===== src/rtl/pool_event_unpacker_pkg.sv =====
// Shared types for the pooled-event path between a conv/pool layer and the
// next layer's event input.
//   pooled_word_t    : packed FIFO word {x, y, spikes, ts_end} at default sizes
//                      (x in the MSBs, ts_end in bit 0)
//   unpacker_state_t : FSM state of pool_event_unpacker
//   ch_bits_for()    : channel-index width, never narrower than one bit
package snn_interfaces_pkg;

   localparam int DEFAULT_COORD_BITS        = 8;
   localparam int DEFAULT_CHANNELS          = 4;
   localparam int DEFAULT_UNPACK_COUNT_BITS = 16;

   typedef struct packed {
      logic [DEFAULT_COORD_BITS-2:0] x;
      logic [DEFAULT_COORD_BITS-2:0] y;
      logic [DEFAULT_CHANNELS-1:0]   spikes;
      logic                          ts_end;
   } pooled_word_t;

   typedef enum logic [1:0] {
      ST_IDLE     = 2'd0,
      ST_READ     = 2'd1,
      ST_SCAN     = 2'd2,
      ST_TS_PULSE = 2'd3
   } unpacker_state_t;

   function automatic int ch_bits_for(input int channels);
      return (channels > 1) ? $clog2(channels) : 1;
   endfunction

endpackage


===== src/rtl/pool_event_unpacker_if.sv =====
// Bus bundle of pool_event_unpacker: FIFO read side plus event output side.
//   master : the unpacker (drives fifo_read_en and the event_* outputs)
//   slave  : the environment (FIFO + next layer)
//
// Handshake: event_valid/event_ready follow strict valid/ready rules. An
// event transfers on every clk edge where both are high; once valid is
// raised, valid and the payload (event_x, event_y, event_channel) hold
// unchanged until that transfer; valid never waits on ready.
// fifo_read_en is a one-cycle strobe; fifo_data is sampled the cycle after.
interface pool_event_unpacker_if
   import snn_interfaces_pkg::*;
#(
   parameter int COORD_BITS = DEFAULT_COORD_BITS,
   parameter int CHANNELS   = DEFAULT_CHANNELS
);
   localparam int IN_DATA_WIDTH = (COORD_BITS - 1) * 2 + CHANNELS + 1;
   localparam int CH_BITS       = ch_bits_for(CHANNELS);

   logic                     fifo_empty;
   logic                     fifo_read_en;
   logic [IN_DATA_WIDTH-1:0] fifo_data;
   logic                     event_valid;
   logic                     event_ready;
   logic [COORD_BITS-1:0]    event_x;
   logic [COORD_BITS-1:0]    event_y;
   logic [CH_BITS-1:0]       event_channel;

   modport master (
      input  fifo_empty, fifo_data, event_ready,
      output fifo_read_en, event_valid, event_x, event_y, event_channel
   );

   modport slave (
      output fifo_empty, fifo_data, event_ready,
      input  fifo_read_en, event_valid, event_x, event_y, event_channel
   );

endinterface


===== src/rtl/pool_event_unpacker_lowest_set_bit_encoder.sv =====
// Combinational lowest-set-bit finder.
//   mask_i   : CHANNELS-wide spike mask
//   index_o  : index of the lowest set bit (0 when the mask is empty)
//   onehot_o : one-hot of that bit, used to clear it from the mask
module lowest_set_bit_encoder #(
   parameter int CHANNELS = 4,
   parameter int CH_BITS  = 2
) (
   input  logic [CHANNELS-1:0] mask_i,
   output logic [CH_BITS-1:0]  index_o,
   output logic [CHANNELS-1:0] onehot_o
);

   always_comb begin
      // Two's-complement trick isolates the lowest set bit.
      onehot_o = mask_i & (~mask_i + CHANNELS'(1));
      index_o  = '0;
      for (int i = 0; i < CHANNELS; i++) begin
         if (onehot_o[i]) index_o = CH_BITS'(i);
      end
   end

endmodule


===== src/rtl/pool_event_unpacker.sv =====
// Drains the pooled-output FIFO one word at a time and emits one spike event
// per set channel bit (ascending channel order), then a one-cycle
// end-of-timestep pulse when the word carries the marker.
//   clk, rst_n     : clock, synchronous active-low reset
//   enable         : permits new FIFO reads (an in-progress word always completes)
//   clear          : synchronous flush, same effect as reset, highest priority
//   bus            : FIFO read side and event valid/ready side (master modport)
//   timestep_out   : one-cycle end-of-timestep pulse
//   busy           : high whenever the FSM is not in IDLE
//   events_emitted : saturating count of accepted events
//   dbg_state_o    : current FSM state
module pool_event_unpacker
   import snn_interfaces_pkg::*;
#(
   parameter int COORD_BITS = DEFAULT_COORD_BITS,
   parameter int CHANNELS   = DEFAULT_CHANNELS,
   parameter int COUNT_BITS = DEFAULT_UNPACK_COUNT_BITS
) (
   input  logic                  clk,
   input  logic                  rst_n,
   input  logic                  enable,
   input  logic                  clear,
   pool_event_unpacker_if.master bus,
   output logic                  timestep_out,
   output logic                  busy,
   output logic [COUNT_BITS-1:0] events_emitted,
   output unpacker_state_t       dbg_state_o
);

   localparam int PC            = COORD_BITS - 1;
   localparam int IN_DATA_WIDTH = 2 * PC + CHANNELS + 1;
   localparam int CH_BITS       = ch_bits_for(CHANNELS);

   unpacker_state_t       state_q;
   logic                  read_en_q;
   logic                  read_wait_q;
   logic                  valid_q;
   logic                  ts_pulse_q;
   logic                  busy_q;
   logic [PC-1:0]         x_q;
   logic [PC-1:0]         y_q;
   logic [CHANNELS-1:0]   mask_q;
   logic                  ts_end_q;
   logic [CH_BITS-1:0]    ch_q;
   logic [COUNT_BITS-1:0] cnt_q;

   logic [PC-1:0]       word_x;
   logic [PC-1:0]       word_y;
   logic [CHANNELS-1:0] word_spikes;
   logic                word_ts;

   assign word_x      = bus.fifo_data[IN_DATA_WIDTH-1 -: PC];
   assign word_y      = bus.fifo_data[IN_DATA_WIDTH-1-PC -: PC];
   assign word_spikes = bus.fifo_data[CHANNELS:1];
   assign word_ts     = bus.fifo_data[0];

   // mask_q holds the channels still pending *after* the one in ch_q, so the
   // encoder always yields the next channel to load. In READ it looks at the
   // incoming word instead, picking the first channel directly.
   logic [CHANNELS-1:0] enc_src;
   logic [CH_BITS-1:0]  enc_index;
   logic [CHANNELS-1:0] enc_onehot;

   assign enc_src = (state_q == ST_READ) ? word_spikes : mask_q;

   lowest_set_bit_encoder #(
      .CHANNELS (CHANNELS),
      .CH_BITS  (CH_BITS)
   ) u_lsb (
      .mask_i   (enc_src),
      .index_o  (enc_index),
      .onehot_o (enc_onehot)
   );

   always_ff @(posedge clk) begin
      if (!rst_n || clear) begin
         state_q     <= ST_IDLE;
         read_en_q   <= 1'b0;
         read_wait_q <= 1'b0;
         valid_q     <= 1'b0;
         ts_pulse_q  <= 1'b0;
         busy_q      <= 1'b0;
         x_q         <= '0;
         y_q         <= '0;
         mask_q      <= '0;
         ts_end_q    <= 1'b0;
         ch_q        <= '0;
         cnt_q       <= '0;
      end else begin
         read_en_q  <= 1'b0;
         ts_pulse_q <= 1'b0;
         case (state_q)
            ST_IDLE: begin
               if (enable && !bus.fifo_empty) begin
                  read_en_q   <= 1'b1;
                  read_wait_q <= 1'b1;
                  busy_q      <= 1'b1;
                  state_q     <= ST_READ;
               end
            end
            ST_READ: begin
               // The strobe is registered, so the first READ cycle is the
               // strobe cycle itself; the word is on fifo_data one cycle later.
               if (read_wait_q) begin
                  read_wait_q <= 1'b0;
               end else begin
                  x_q      <= word_x;
                  y_q      <= word_y;
                  ts_end_q <= word_ts;
                  mask_q   <= word_spikes & ~enc_onehot;
                  ch_q     <= enc_index;
                  if (word_spikes != '0) begin
                     valid_q <= 1'b1;
                     state_q <= ST_SCAN;
                  end else if (word_ts) begin
                     ts_pulse_q <= 1'b1;
                     state_q    <= ST_TS_PULSE;
                  end else begin
                     busy_q  <= 1'b0;
                     state_q <= ST_IDLE;
                  end
               end
            end
            ST_SCAN: begin
               if (bus.event_ready) begin
                  if (cnt_q != {COUNT_BITS{1'b1}}) cnt_q <= cnt_q + COUNT_BITS'(1);
                  if (mask_q == '0) begin
                     valid_q <= 1'b0;
                     if (ts_end_q) begin
                        ts_pulse_q <= 1'b1;
                        state_q    <= ST_TS_PULSE;
                     end else begin
                        busy_q  <= 1'b0;
                        state_q <= ST_IDLE;
                     end
                  end else begin
                     ch_q   <= enc_index;
                     mask_q <= mask_q & ~enc_onehot;
                  end
               end
            end
            ST_TS_PULSE: begin
               busy_q  <= 1'b0;
               state_q <= ST_IDLE;
            end
            default: begin
               busy_q  <= 1'b0;
               state_q <= ST_IDLE;
            end
         endcase
      end
   end

   assign bus.fifo_read_en  = read_en_q;
   assign bus.event_valid   = valid_q;
   assign bus.event_x       = {1'b0, x_q};
   assign bus.event_y       = {1'b0, y_q};
   assign bus.event_channel = ch_q;
   assign timestep_out      = ts_pulse_q;
   assign busy              = busy_q;
   assign events_emitted    = cnt_q;
   assign dbg_state_o       = state_q;

endmodule


===== src/flat_wrapper.sv =====
// flat-port wrapper written by rule: the top's interface ports become plain ports
module pool_event_unpacker_flat import snn_interfaces_pkg::*;
#(
   parameter int COORD_BITS = DEFAULT_COORD_BITS,
   parameter int CHANNELS   = DEFAULT_CHANNELS,
   parameter int COUNT_BITS = DEFAULT_UNPACK_COUNT_BITS
)
  (clk, rst_n, enable, clear, timestep_out, busy, events_emitted, dbg_state_o, bus_fifo_empty, bus_fifo_data, bus_event_ready, bus_fifo_read_en, bus_event_valid, bus_event_x, bus_event_y, bus_event_channel);
  pool_event_unpacker_if #(.COORD_BITS(COORD_BITS), .CHANNELS(CHANNELS)) bus_i ();
  input  logic clk;
  input  logic rst_n;
  input  logic enable;
  input  logic clear;
  output logic timestep_out;
  output logic busy;
  output logic [COUNT_BITS-1:0] events_emitted;
  output unpacker_state_t dbg_state_o;
  input wire logic [$bits(bus_i.fifo_empty)-1:0] bus_fifo_empty;
  input wire logic [$bits(bus_i.fifo_data)-1:0] bus_fifo_data;
  input wire logic [$bits(bus_i.event_ready)-1:0] bus_event_ready;
  output wire logic [$bits(bus_i.fifo_read_en)-1:0] bus_fifo_read_en;
  output wire logic [$bits(bus_i.event_valid)-1:0] bus_event_valid;
  output wire logic [$bits(bus_i.event_x)-1:0] bus_event_x;
  output wire logic [$bits(bus_i.event_y)-1:0] bus_event_y;
  output wire logic [$bits(bus_i.event_channel)-1:0] bus_event_channel;
  assign bus_i.fifo_empty = bus_fifo_empty;
  assign bus_i.fifo_data = bus_fifo_data;
  assign bus_i.event_ready = bus_event_ready;
  assign bus_fifo_read_en = bus_i.fifo_read_en;
  assign bus_event_valid = bus_i.event_valid;
  assign bus_event_x = bus_i.event_x;
  assign bus_event_y = bus_i.event_y;
  assign bus_event_channel = bus_i.event_channel;
  pool_event_unpacker #(.COORD_BITS(COORD_BITS), .CHANNELS(CHANNELS), .COUNT_BITS(COUNT_BITS)) u_core (.clk(clk), .rst_n(rst_n), .enable(enable), .clear(clear), .bus(bus_i), .timestep_out(timestep_out), .busy(busy), .events_emitted(events_emitted), .dbg_state_o(dbg_state_o));
endmodule

===== config.mk =====
export PLATFORM = sky130hd
export DESIGN_NAME = pool_event_unpacker_flat
export DESIGN_NICKNAME = d
export VERILOG_FILES = /design/src/rtl/pool_event_unpacker_pkg.sv /design/src/rtl/pool_event_unpacker_if.sv /design/src/rtl/pool_event_unpacker_lowest_set_bit_encoder.sv /design/src/rtl/pool_event_unpacker.sv /design/src/flat_wrapper.sv
export SDC_FILE = /design/constraint.sdc
export NUM_CORES = 1
export LEC_CHECK = 0
export ABC_CLOCK_PERIOD_IN_PS = 4400
export CAP_MARGIN = 30
export CORE_ASPECT_RATIO = 1.75
export CORE_MARGIN = 1.5
export CORE_UTILIZATION = 50
export CTS_CLUSTER_DIAMETER = 200
export DETAILED_ROUTE_END_ITERATION = 10
export GPL_TIMING_DRIVEN = 1
export PLACE_DENSITY = 0.88
export SLEW_MARGIN = 20
export SYNTH_ARGS = -nofsm -noshare
export SYNTH_HDL_FRONTEND = slang
export SYNTH_SLANG_ARGS = --single-unit

===== constraint.sdc =====
create_clock -name clk -period 4.4 [get_ports clk]
set_input_delay 0.88 -clock clk [delete_from_list [all_inputs] [get_ports clk]]
set_output_delay 0.88 -clock clk [all_outputs]
set_load 0.02 [all_outputs]

== Yosys cells after proc, flatten, opt, wreduce, memory -nomap -nowiden ==
Index checks and enable logic that the tools add are counted.

* Register bits after elaboration: 44
* Input bits: 25
* Output and inout bits: 40
* Logic and storage cells: 93

* Add/subtract/negate cells: 2
* Eq/ne operators: 13
* Muxes and demuxes: 42
* Bitwise logic cells: 7
* Reduce and logical (&&, ||, !) cells: 17

{| class="wikitable"
|+ Operator list
! operator !! count
|-
| two-way mux 2 bit || 12
|-
| two-way mux 1 bit || 19
|-
| adder 16 x 1 -> 16 bit (second input constant) || 1
|-
| two-way mux 4 bit || 4
|-
| inequality test 16 bit (second input constant) || 1
|-
| inequality test 2 bit (second input constant) || 7
|-
| AND 4 bit || 3
|-
| inverter 4 bit || 2
|-
| one-hot mux 2 bit (4 select lines) || 1
|-
| one-hot mux 4 bit (2 select lines) || 1
|-
| AND reduction 4 bit || 2
|-
| AND reduction 7 bit || 1
|-
| one-hot mux 1 bit (2 select lines) || 3
|-
| AND reduction 5 bit || 1
|-
| adder 4 x 1 -> 4 bit (second input constant) || 1
|-
| == test 2 bit (second input constant) || 2
|-
| zero test 4 bit || 1
|-
| inequality test 2 x 1 -> 1 bit (second input constant) || 2
|-
| one-hot mux 1 bit (4 select lines) || 1
|-
| one-hot mux 2 bit (2 select lines) || 1
|-
| AND reduction 2 bit || 2
|-
| nonzero test 2 bit || 2
|-
| nonzero test 4 bit || 1
|-
| AND reduction 3 bit || 1
|-
| 7 further kinds || 9
|}

== Longest topological paths before layout ==
* Word-level depth: 11
* Mapped depth: 8
* Depth with buffers taken out: 6

== By module ==
Synthesis repeated with hierarchy kept, for this count alone.

* Cells, all modules: 270
* Area total of the unflattened synthesis: 2239.6 µm²

{| class="wikitable"
|+ Modules (own cells, without submodules)
! module !! instances !! cells an instance !! area each (µm²) !! seq. area each (µm²)
|-
| pool_event_unpacker || 1 || 261 || 2175.8 || 880.8
|-
| lowest_set_bit_encoder || 1 || 9 || 63.8 || 0.0
|}

== Worst setup path after synthesis ==
OpenSTA, ideal clock, no wires.

* Path type: in2reg
* From: input bus_event_ready
* To: register u_core.cnt_q[13] (netlist: u_core.events_emitted[13])
* Library setup time: 70 ps
* Arrival time: 1927 ps
* Required time: 4330 ps
* Path slack: 2403 ps
* Stages: 4
* Path buffers: 0
* Cell sequence: nand4_1 or4_4 or4_1 a21oi_1

* Cells in the longest elaborated chain, start to end: 1

{| class="wikitable"
|+ RTL lines
! element !! RTL line !! RTL
|-
| start: declaration || flat_wrapper.sv:20 || <nowiki>input wire logic [$bits(bus_i.event_ready)-1:0] bus_event_ready;</nowiki>
|-
| AND reduction 3 bit (no source line) || n/a ||
|-
| end signal: assignment || pool_event_unpacker.sv:126 || <nowiki>if (cnt_q != {COUNT_BITS{1'b1}}) cnt_q <= cnt_q + COUNT_BITS'(1);</nowiki>
|-
| end: declaration || pool_event_unpacker.sv:45 || <nowiki>logic [COUNT_BITS-1:0] cnt_q;</nowiki>
|}

Every way passes these cells.
A chain may end at the register's enable or synchronous reset.

== Final worst setup path ==
Ends and elaborated chain as after synthesis.

==> metrics.txt <==
status=completed; Mapped Cells=266; Clock Tree Buf Depth=2; Post-route DRC=0; vias in the first global route=2058; Ys Warns=0; Initial Utilization=0.522; vias=2213; synthesized area per cell=8.14 um^2; Design Area, Final=2910 um^2; Num CTS Buffers=5; period utilization=0.533; clock skew=4.33 ps; Area Overhead vs Synth=34.5%; crit start category=primary input; ys async rst share=0; Rel. slew slack=0.333; number of distinct library cells after synthesis=47; cell area power density=268 nW/um^2; final hold violation count=0; vias per cell=5.89; row count=31; Final Max Tran Viols=0; Worst EP arrival=2580 ps; first-pass GRT wire length=8850 um; final setup fails=0; reg2reg setup slack=2200 ps; leakage=0.000994 uW; Fin Setup TNS=0 ps; die area=4750 um^2; largest net degree at the start of global routing=20; dpl hpwl=4000 um; Core Area=4150 um^2; max frequency=0.426 GHz; Synth top cells by count=dfxtp_1, nand2_1, a21oi_1; # diodes=0; WP data required=4630 ps; Cell Area, Synth=2160 um^2; initial detailed-routing violation count=58; CTS sink count=44; clock latency on the worst-skew pair=290 ps; share of layout cells above drive strength 1=0.0550; port bufs=62; Worst Tran Pin Value=999 ps; post-cts sizing count=0; DR pass1 iterations=4; Synth Register Bits=44; Die Width=52.7 um; MaxCap Viol Count=0; Yosys top cell by area=dfxtp_1; Final Util=0.702; top post-synthesis cells by area=dfxtp_1, nand2_1, a21oi_1; GRT Total Usage=0.238; TritonCTS clock tree=done; Chip Height=90.0 um; critical path class=primary input to register; CP Max Fanout=6; Main synth FF type=dfxtp_1; routed wire length=5470 um; EDFF count, synth=0; CP endpoint kind=register; H-tree depth=2; Seq/Total Area, Yosys=0.407; worst IR drop on VDD=0.184 mV; WL per Instance=14.5 um; area share of the largest cell type after synthesis=0.407; Layout Nets=356; Worst Hold Class=register to register; Worst-path clk slew=90 ps; hold buffers post-CTS=0; Setup Buffers After CTS=0; fin worst setup slack=2050 ps; post-route ant nets=0; root buffer cell=clkbuf_8; final critical-path required period=2350 ps; Overflow after GRT=0; RSZ-0062 raised after global routing=false; WHS=456 ps; dpl cell area=2810 um^2; Worst Setup Slack post-DPL=1740 ps; routability-driven placement congestion ratio=0.898; initial antenna violation count=0; I/O pins=65
==> metal layers <==
layer  vias to the layer above  global-route usage  share of wire
met1                      1012               0.258           0.39
met4                         0               0.107          0.030
met2                        84               0.426           0.53
li1                       1100                   -              -
met3                        17              0.0382          0.048
met5                         -                   0              0
==> layout by cell type, fill, tap and decap left out, types with 3 or more instances in the layout <==
| cell | Yosys | layout |
|---|---|---|
| clkdlybuf4s50_1 | 0 | 62 |
| nand2_1 | 44 | 44 |
| dfxtp_1 | 44 | 44 |
| a21oi_1 | 28 | 28 |
| o21ai_0 | 18 | 18 |
| nor2_1 | 11 | 11 |
| or4_1 | 8 | 8 |
| nand3_1 | 8 | 8 |
| and3_1 | 7 | 7 |
| inv_1 | 5 | 5 |
| nand2b_1 | 5 | 5 |
| or3_1 | 5 | 5 |
| mux2i_1 | 5 | 5 |
| nand4_1 | 5 | 5 |
| a211oi_1 | 5 | 5 |
| ha_1 | 5 | 5 |
| clkbuf_8 | 0 | 5 |
| nor2b_1 | 4 | 4 |
| o31ai_1 | 4 | 4 |
| buf_4 | 2 | 4 |
| nor3_1 | 3 | 3 |
| nor4_1 | 3 | 3 |
| o211a_1 | 3 | 3 |
==> area by class of cell <==
cell class	instances	area, um^2
Fill cell	338	1240
Multi-Input combinational cell	204	1210
Sequential cell	44	881
Timing Repair Buffer	66	651
Clock buffer	5	68.8
Tap cell	49	61.3
Clock inverter	3	23.8
Inverter	5	18.8
==> cells by family after synthesis <==
| logic type | after synthesis | share of synthesized area |
|---|---|---|
| adders and majority gates | 5 | 0.0289 |
| AOI/OAI and AO/OA | 76 | 0.217 |
| buffers and inverters | 19 | 0.0370 |
| other | 1 | 0.00173 |
| DFF | 44 | 0.407 |
| and+or+nand+nor | 116 | 0.285 |
| muxes | 5 | 0.0231 |
==> sequential cells by signal, indices dropped and copies added (netlist names), 2 cells and up <==
register and flops:
u_core.bus.event_channel 2, u_core.dbg_state_o 2, u_core.events_emitted 16, u_core.mask_q 4
u_core.x_q 7, u_core.y_q 7
==> worst paths after layout <==
kind | cells past startpoint | from | endpoint
max | 5 | bus_event_ready | u_core.events_emitted[13]
min | 2 | u_core.x_q[3] | u_core.x_q[3]
min reg2reg | 2 | u_core.x_q[3] | u_core.x_q[3]
max reg2reg | 6 | u_core.dbg_state_o[1] | u_core.mask_q[2]
==> critical path: stages <==
cell	delay (ps)
clkdlybuf4s50_1	560
nand4_1	120
or4_4	470
or4_1	410
a21oi_1	140
==> metrics by stage <==
| step | power, uW | instances |
|---|---|---|
| 2_1_floorplan | 483 | 267 |
| 6_report | 779 | 376 |
| 3_5_place_dp | 530 | 367 |
| 5_1_grt | 812 | 376 |
| 4_1_cts | 782 | 375 |
| 3_3_place_gp | 528 | 367 |
==> power by group <==
part | internal [uW] | total, uW | switching [uW] | leakage, uW
Clock | 112 | 256 | 144 | 0.0000404
Combinational | 53.1 | 111 | 58.1 | 0.000598
Sequential | 405 | 412 | 6.48 | 0.000355
Power figures use the tool's default switching activity.
